==> src/rtl/light_dance_sequencer_if.sv <==
// Pattern-sequencer bus: table write port, playback controls and the
// registered outputs that feed the light-dance shift/rotate stage.
interface light_dance_sequencer_if #(
  parameter int unsigned DEPTH   = 8,
  parameter int unsigned DWELL_W = 8
);
  localparam int unsigned AW = $clog2(DEPTH);

  logic               wr_en;
  logic [AW-1:0]      wr_addr;
  logic [7:0]         wr_pattern;
  logic [DWELL_W-1:0] wr_dwell;
  logic               wr_din;
  logic [AW:0]        len;
  logic               loop;
  logic               start;
  logic               stop;

  logic               load;
  logic [7:0]         pdata;
  logic               din;
  logic               busy;
  logic               done;
  logic [AW-1:0]      idx;

  modport master (
    output wr_en, wr_addr, wr_pattern, wr_dwell, wr_din, len, loop, start, stop,
    input  load, pdata, din, busy, done, idx
  );

  modport slave (
    input  wr_en, wr_addr, wr_pattern, wr_dwell, wr_din, len, loop, start, stop,
    output load, pdata, din, busy, done, idx
  );
endinterface

==> src/rtl/light_dance_sequencer.sv <==
// Plays a writable table of {pattern, dwell, din} entries into the downstream
// light-dance stage, one load strobe per entry, optionally looping.
module light_dance_sequencer #(
  parameter int unsigned DEPTH   = 8,
  parameter int unsigned DWELL_W = 8
) (
  input logic                     clk,
  input logic                     arst,
  light_dance_sequencer_if.slave  bus
);
  localparam int unsigned AW = $clog2(DEPTH);
  localparam logic [AW:0] DEPTH_L = (AW+1)'(DEPTH);

  typedef struct packed {
    logic [7:0]         pattern;
    logic [DWELL_W-1:0] dwell;
    logic               din;
  } entry_t;

  typedef enum logic [1:0] {IDLE, LOAD, RUN} state_t;

  entry_t             tbl [DEPTH];
  state_t             state_q, nxt_state;
  logic [AW-1:0]      idx_q, nxt_idx, adv_idx;
  logic [AW:0]        len_q, nxt_len;
  logic [DWELL_W-1:0] cnt_q, nxt_cnt;
  logic               load_q, nxt_load;
  logic [7:0]         pdata_q, nxt_pdata;
  logic               din_q, nxt_din;
  logic               busy_q, nxt_busy;
  logic               done_q, nxt_done;
  logic               last_entry, advance;
  entry_t             sel;

  // Pattern table; writes allowed in any state, read again on each load.
  always_ff @(posedge clk or negedge arst) begin
    if (!arst) begin
      for (int unsigned i = 0; i < DEPTH; i++) tbl[i] <= '0;
    end else if (bus.wr_en) begin
      tbl[bus.wr_addr] <= {bus.wr_pattern, bus.wr_dwell, bus.wr_din};
    end
  end

  always_ff @(posedge clk or negedge arst) begin
    if (!arst) begin
      state_q <= IDLE;
      idx_q   <= '0;
      len_q   <= '0;
      cnt_q   <= '0;
      load_q  <= 1'b0;
      pdata_q <= '0;
      din_q   <= 1'b0;
      busy_q  <= 1'b0;
      done_q  <= 1'b0;
    end else begin
      state_q <= nxt_state;
      idx_q   <= nxt_idx;
      len_q   <= nxt_len;
      cnt_q   <= nxt_cnt;
      load_q  <= nxt_load;
      pdata_q <= nxt_pdata;
      din_q   <= nxt_din;
      busy_q  <= nxt_busy;
      done_q  <= nxt_done;
    end
  end

  // Advance target: next entry, or entry 0 after the last one.
  assign last_entry = ((AW+1)'(idx_q) + (AW+1)'(1)) >= len_q;
  assign adv_idx    = last_entry ? '0 : idx_q + AW'(1);

  always_comb begin
    nxt_state = state_q;
    nxt_idx   = idx_q;
    nxt_len   = len_q;
    nxt_cnt   = cnt_q;
    nxt_load  = 1'b0;
    nxt_pdata = pdata_q;
    nxt_din   = din_q;
    nxt_busy  = busy_q;
    nxt_done  = 1'b0;
    advance   = 1'b0;
    sel       = tbl[adv_idx];

    case (state_q)
      IDLE: begin
        if (bus.start && !bus.stop && (bus.len != '0)) begin
          nxt_state = LOAD;
          nxt_idx   = '0;
          nxt_len   = (bus.len > DEPTH_L) ? DEPTH_L : bus.len;
          nxt_load  = 1'b1;
          nxt_pdata = tbl[0].pattern;
          nxt_din   = tbl[0].din;
          nxt_cnt   = tbl[0].dwell;
          nxt_busy  = 1'b1;
        end
      end
      LOAD: begin
        if (cnt_q == '0) advance = 1'b1;
        else             nxt_state = RUN;
      end
      RUN: begin
        if (cnt_q <= DWELL_W'(1)) advance = 1'b1;
        else                      nxt_cnt = cnt_q - DWELL_W'(1);
      end
      default: nxt_state = IDLE;
    endcase

    // Advance folds into the current cycle so entries play back to back.
    if (advance) begin
      if (!last_entry || bus.loop) begin
        nxt_state = LOAD;
        nxt_idx   = adv_idx;
        nxt_load  = 1'b1;
        nxt_pdata = sel.pattern;
        nxt_din   = sel.din;
        nxt_cnt   = sel.dwell;
      end else begin
        nxt_state = IDLE;
        nxt_busy  = 1'b0;
        nxt_done  = 1'b1;
      end
    end

    // Abort overrides everything; pattern and index hold their last values.
    if ((state_q != IDLE) && bus.stop) begin
      nxt_state = IDLE;
      nxt_idx   = idx_q;
      nxt_cnt   = cnt_q;
      nxt_load  = 1'b0;
      nxt_pdata = pdata_q;
      nxt_din   = din_q;
      nxt_busy  = 1'b0;
      nxt_done  = 1'b0;
    end
  end

  assign bus.load  = load_q;
  assign bus.pdata = pdata_q;
  assign bus.din   = din_q;
  assign bus.busy  = busy_q;
  assign bus.done  = done_q;
  assign bus.idx   = idx_q;
endmodule
==> src/flat_wrapper.sv <==
// flat-port wrapper written by rule: the top's interface ports become plain ports
module light_dance_sequencer_flat 
#(
  parameter int unsigned DEPTH   = 8,
  parameter int unsigned DWELL_W = 8
)
  (clk, arst, bus_wr_en, bus_wr_addr, bus_wr_pattern, bus_wr_dwell, bus_wr_din, bus_len, bus_loop, bus_start, bus_stop, bus_load, bus_pdata, bus_din, bus_busy, bus_done, bus_idx);
  light_dance_sequencer_if #(.DEPTH(DEPTH), .DWELL_W(DWELL_W)) bus_i ();
  input logic clk;
  input logic arst;
  input wire logic [$bits(bus_i.wr_en)-1:0] bus_wr_en;
  input wire logic [$bits(bus_i.wr_addr)-1:0] bus_wr_addr;
  input wire logic [$bits(bus_i.wr_pattern)-1:0] bus_wr_pattern;
  input wire logic [$bits(bus_i.wr_dwell)-1:0] bus_wr_dwell;
  input wire logic [$bits(bus_i.wr_din)-1:0] bus_wr_din;
  input wire logic [$bits(bus_i.len)-1:0] bus_len;
  input wire logic [$bits(bus_i.loop)-1:0] bus_loop;
  input wire logic [$bits(bus_i.start)-1:0] bus_start;
  input wire logic [$bits(bus_i.stop)-1:0] bus_stop;
  output wire logic [$bits(bus_i.load)-1:0] bus_load;
  output wire logic [$bits(bus_i.pdata)-1:0] bus_pdata;
  output wire logic [$bits(bus_i.din)-1:0] bus_din;
  output wire logic [$bits(bus_i.busy)-1:0] bus_busy;
  output wire logic [$bits(bus_i.done)-1:0] bus_done;
  output wire logic [$bits(bus_i.idx)-1:0] bus_idx;
  assign bus_i.wr_en = bus_wr_en;
  assign bus_i.wr_addr = bus_wr_addr;
  assign bus_i.wr_pattern = bus_wr_pattern;
  assign bus_i.wr_dwell = bus_wr_dwell;
  assign bus_i.wr_din = bus_wr_din;
  assign bus_i.len = bus_len;
  assign bus_i.loop = bus_loop;
  assign bus_i.start = bus_start;
  assign bus_i.stop = bus_stop;
  assign bus_load = bus_i.load;
  assign bus_pdata = bus_i.pdata;
  assign bus_din = bus_i.din;
  assign bus_busy = bus_i.busy;
  assign bus_done = bus_i.done;
  assign bus_idx = bus_i.idx;
  light_dance_sequencer #(.DEPTH(DEPTH), .DWELL_W(DWELL_W)) u_core (.clk(clk), .arst(arst), .bus(bus_i));
endmodule
==> config.mk <==
export PLATFORM = sky130hd
export DESIGN_NAME = light_dance_sequencer_flat
export DESIGN_NICKNAME = d
export VERILOG_FILES = /design/src/rtl/light_dance_sequencer_if.sv /design/src/rtl/light_dance_sequencer.sv /design/src/flat_wrapper.sv
export SDC_FILE = /design/constraint.sdc
export NUM_CORES = 1
export LEC_CHECK = 0
export ABC_AREA = 0
export BUFFER_PORTS_ARGS = -buffer_cell sky130_fd_sc_hd__buf_2
export CELL_PAD_IN_SITES_DETAIL_PLACEMENT = 0
export CELL_PAD_IN_SITES_GLOBAL_PLACEMENT = 1
export CORE_ASPECT_RATIO = 1.1
export CORE_MARGIN = 2
export CORE_UTILIZATION = 45
export DETAILED_ROUTE_END_ITERATION = 10
export GPL_TIMING_DRIVEN = 0
export PLACE_DENSITY = 0.73
export SLEW_MARGIN = 20
export SYNTH_ARGS = -nofsm -noshare
export SYNTH_HDL_FRONTEND = slang
export SYNTH_SLANG_ARGS = --single-unit
==> constraint.sdc <==
create_clock -name clk -period 3.6 [get_ports clk]
set_input_delay 0.54 -clock clk [delete_from_list [all_inputs] [get_ports clk]]
set_output_delay 0.54 -clock clk [all_outputs]
set_load 0.01 [all_outputs]
## Word level (Yosys, flattened, before mapping)

Cells that the tools add are included.
Widths: inputs -> output; s select.

| operators by class | value |
|---|---|
| add/subtract/negate cells | 3 |
| $mul | 0 |
| divide/modulo/power cells | 0 |
| magnitude comparators | 6 |
| equal/unequal tests | 5 |
| shift-type cells | 0 |
| multiplexer cells | 47 |
| bitwise gates (word level) | 2 |
| reductions and logical operators | 13 |

Operators with widths:

| cell | count |
|---|---|
| $bwmux 136 | 1 |
| $mux 8 | 8 |
| $bmux 17 s3 | 1 |
| $demux 17 s3 | 1 |
| $mux 17 | 3 |
| $mux 1 | 20 |
| $pmux 8 s2 | 1 |
| $mux 3 | 5 |
| $ge 4x4->1 const B | 2 |
| $le 8x1->1 const B | 1 |
| $logic_not 8->1 | 1 |
| $mux 2 | 4 |
| $not 3->4 | 2 |
| $sub 8x1->8 const B | 1 |
| $pmux 2 s3 | 1 |
| $add 3x1->4 const B | 1 |
| $ge 4x4->1 | 1 |
| $gt 4x4->1 const B | 1 |
| $logic_and 1x1->1 | 4 |
| $lt 4x1->1 const B | 1 |
| $mux 4 | 1 |
| $ne 4x1->1 const B | 1 |
| $ne 4x3->1 const B | 1 |
| $reduce_bool 4->1 | 1 |
| 11 further kinds | 12 |

| word-level totals | value |
|---|---|
| flip-flop bits (word level) | 165 |
| bits in latches | 0 |
| bits in writable memories | 0 |
| ROM bits | 0 |
| word-level logic and storage cells | 109 |
| memories | 0 |

## Longest topological paths before layout

| depth | value |
|---|---|
| word-level depth | 9 |
| depth in mapped cells | 13 |
| gate-level depth less buffers | 10 |

## Worst setup path after synthesis

OpenSTA, ideal clock, no wires.

| timing | value |
|---|---|
| kind | register to register |
| start | register u_core.idx_q[0] (netlist: u_core.bus.idx[0]) |
| end | register u_core.cnt_q[5] |
| library setup time | 0.126 ns |
| arrival | 2.938 ns |
| required time | 3.474 ns |
| path slack | 0.537 ns |
| stages on the path, launching flop included | 12 |
| cell sequence | dfrtp_1 > ha_1 > xnor2_1 > inv_2 > clkbuf_1 > ha_1 > a21o_1 > a21oi_1 > a21oi_1 > nor3_1 > o21ai_0 > a221o_1 |

| on the way | value |
|---|---|
| word-level cells in the longest chain between the ends | 9 |
| elaborated cells on any way between the ends | 12 |
| those cells by class | add/sub: 2; order compare: 1; mux: 6; bitwise: 1; reduce/logical: 2 |

RTL lines:

| what | RTL line | RTL |
|---|---|---|
| from (decl) | light_dance_sequencer.sv:24 | `logic [AW-1:0] idx_q, nxt_idx, adv_idx;` |
| from (signal assigned) | light_dance_sequencer.sv:57 | `idx_q <= nxt_idx;` |
| $add 3x1->4 | light_dance_sequencer.sv:69 | `assign last_entry = ((AW+1)'(idx_q) + (AW+1)'(1)) >= len_q;` |
| $ge 4x4->1 | light_dance_sequencer.sv:69 |  |
| $mux 3 | light_dance_sequencer.sv:70 | `assign adv_idx = last_entry ? '0 : idx_q + AW'(1);` |
| $not 3->4 (not written as such) | light_dance_sequencer.sv:83 | `sel = tbl[adv_idx];` |
| $bmux 17 s3 | light_dance_sequencer.sv:83 |  |
| $mux 17 (not written as such) (2 in a row) | light_dance_sequencer.sv:83 |  |
| $mux 8 * | light_dance_sequencer.sv:111 | `if (!last_entry \|\| bus.loop) begin` |
| $mux 8 * | light_dance_sequencer.sv:110 | `if (advance) begin` |
| to (signal assigned) | light_dance_sequencer.sv:59 | `cnt_q <= nxt_cnt;` |
| to (decl) | light_dance_sequencer.sv:26 | `logic [DWELL_W-1:0] cnt_q, nxt_cnt;` |

Mark *: on every way between the ends. The rest lies on a longest branch, timed or not. The select of a mux whose other input is x is not followed.
A chain may end at the register's enable or synchronous reset.

## Worst setup path in the final report

Same ends and word-level chain as after synthesis.

==> flow_summary.toml <==
[status]
status = "finished clean"

[finish]
multi_input_area_um2 = 3880
drive_gt1_share_pct = 35.6
fin_nets = 759
antenna_cells = 0
instances_no_fill = 968
area_delta_synth_final_pct = 14.4
nFillCells = 1512
register_area_um2 = 4130

[floorplan]
start_util_pct = 46.0
ioPinCount = 45
die_h_um = 146
die-area_um2 = 19300
core_area_um2 = 17800
rows = 51
die_w_um = 133

[cts]
clockBufferDepth = 2
cts_setup_buffers = 0
insertion_delay_ps = 440
clkSinkCount = 165
clkTransAtPathRegs_ps = 70
cts_tree = "yes"
clock-root-buffer = "clkbuf_16"
htreeDepth = 4
cts-buffers-inserted = 17

[critical_path]
crit_arrival_ps = 3680
critPathLaunchType = "register"
critPathMaxFanout = 18
crit_type = "register to register"
end_kind = "register"
required_ps = 3920

[pwr]
p_per_area_nw_per_um2 = 713
ir_worst_vdd_uv = 358
leakage_uw = 0.00384

[logic_synthesis]
syn_inst = 658
ys_top_cells_by_area = "dfrtp_1 50%, mux2_2 19%, mux4_2 4.7%"
synth_edf_count = 0
yosys_warnings = 0
ys_seq_area_share_pct = 50.4
ys_ff_latch = 165
synth_cell_types = 62
ys_top_cells_by_count = "165 x dfrtp_1, 138 x mux2_2, 38 x nand2_1"
synth_ff_type = "dfrtp_1"
synth_area_um2 = 8190
synthDominantAreaCellType = "dfrtp_1"
yosysMostFrequentCell = "dfrtp_1"
avgSynthCellArea_um2 = 12.4
synth_top_area_share_pct = 50.4
synth_nets = 700
async_flop_share_pct = 100

[sta]
finalHoldViolCount = 0
fin_crit_sh_pct = 93.4
maxSlewHeadroom_pct = 29.8
post-route-min-period_ps = 3360
clock_skew_ps = 8.52
setup_ws_ps = 236
max_freq_ghz = 0.297
rsz0062_at_grt = "false"
maxSlewViolCount = 0
worst_pin_slew_ps = 1050
finalSetupViolCount = 0

[place]
pre_cts_ws_ps = -569
post-dp-hpwl_mm = 14.8
post-place-cells = 938
place.gp.congestion = 0.849
numPortBuffers = 40

[detailed_routing]
firstDrtPassIters = 5
final_antenna_net_count = 0
wire_per_inst_um = 21.9
wl_mm = 21.2
vias = 5765
drtIter0Drc = 390
viasPerCell = 5.96
drc = 0

[global_route]
grt_first_pass_wirelength_mm = 34.2
grt_pass1_vias = 6032
grt-ovfl-total = 0
grt_max_degree = 95
grt_antenna_before_repair = 0
grt_use_total_pct = 23.0

[hold_path]
worst_hold_path_type = "primary input to asynchronous set/reset pin"

[flow_run]
drv_cap = 0
## repair_timing
action	CTS	global route
hold buffers	0	0
setup endpoints to repair	20	15
resized for setup	6	4
cloned	0	0
## per-layer routing
layer | GRT usage, % | part of all wire [%] | vias to the layer above
met2 | 37.7 | 48 | 130
met3 | 4.21 | 4.4 | 39
li1 | - | - | 2596
met5 | 0 | 0 | -
met1 | 31.0 | 45 | 3000
met4 | 7.80 | 2.1 | 0
## power by group
group / internal [uW] / switching, uW / leakage (uW) / total (uW)
Combinational: 950 / 1190 / 0.00155 / 2140
Clock: 1110 / 809 / 0.000299 / 1920
Sequential: 2320 / 307 / 0.00200 / 2630
## worst paths after layout
kind / to / slack [ps] / depth (start not counted) / startpoint
worst max-delay path: u_core.cnt_q[5] / 240 / 10 / u_core.bus.idx[0]
worst min-delay path: u_core.cnt_q[3] / 140 / 1 / arst
worst max register to register: u_core.cnt_q[5] / 240 / 10 / u_core.bus.idx[0]
worst min register to register: u_core.tbl[6] / 500 / 1 / u_core.tbl[6]
max in group asynchronous: u_core.tbl[125] / 2650 / 2 / arst
min in group clk: u_core.len_q[1] / 370 / 3 / bus_len[1]
## cell families (layout without fill, tap and decap cells)
group | Yosys count | after routing | share of synthesized area, %
buffers and inverters | 50 | 122 | 2.46
AO/OA/AOI/OAI | 124 | 124 | 10.6
adder cells (fa/ha/maj) | 12 | 12 | 1.83
multiplexers | 172 | 172 | 25.7
AND/OR/NAND/NOR | 134 | 134 | 8.92
flip-flops | 165 | 165 | 50.4
XOR/XNOR | 1 | 1 | 0.107
## placed cells by master (no fill, tap or decap), types with 3 or more instances in the layout
master,n
a211oi_1,5
a21oi_1,16
a221o_1,5
a22oi_1,8
a32oi_1,3
and3_1,3
buf_2,43
bufinv_16,3
clkbuf_1,24
clkbuf_16,17
clkbuf_2,4
clkinv_4,3
dfrtp_1,165
ha_1,12
inv_1,10
inv_6,4
mux2_2,138
mux2i_1,17
mux4_2,17
nand2_1,38
nand2b_1,8
nand3_1,14
nand3b_1,4
nand4b_1,4
nor2_1,29
nor2b_1,3
nor3_1,9
nor3_2,3
o2111ai_1,3
o211ai_1,18
o21ai_0,32
o221a_2,7
o22ai_1,3
o2bb2ai_1,3
o31ai_1,4
## worst max-delay path: stages, from the launching register on
cell     delay [ps]
dfrtp_1         420
ha_1            250
xnor2_1         280
inv_2           280
ha_1            370
a21o_1          170
a21oi_2         290
a21oi_1         260
nor3_2          370
o21ai_0         180
a221o_1         360
## final cells by class
cell class / instances / area share, %
buffer: 35 / 1.63
clock buffer: 17 / 4.54
clock inverter: 15 / 2.07
inverter: 13 / 0.534
multi-input combinational: 443 / 41.4
sequential: 165 / 44.1
tap: 238 / 3.18
timing repair buffer: 42 / 2.62
## state kept, by name, indices dropped and copies added (netlist names)
signal            cells
u_core.bus.busy       1
u_core.len_q          4
u_core.bus.load       1
u_core.cnt_q          8
u_core.bus.done       1
u_core.bus.pdata      8
u_core.bus.idx        3
u_core.bus.din        1
u_core.tbl          136
u_core.state_q        2
## metrics by stage
stage | hold WS, ps | total power, uW | util, % | area (um^2) | setup TNS, ps
5_1_grt | 204 | 7050 | 52.6 | 9370 | 0
6_report | 143 | 6690 | 52.6 | 9370 | 0
3_3_place_gp | 476 | 4680 | 48.8 | 8690 | -77590
2_1_floorplan | 244 | 4060 | - | 8190 | 0
4_1_cts | 168 | 6690 | 52.6 | 9360 | 0
3_5_place_dp | 490 | 4770 | 49.1 | 8740 | -9250
(Power assumes the default switching activity.)
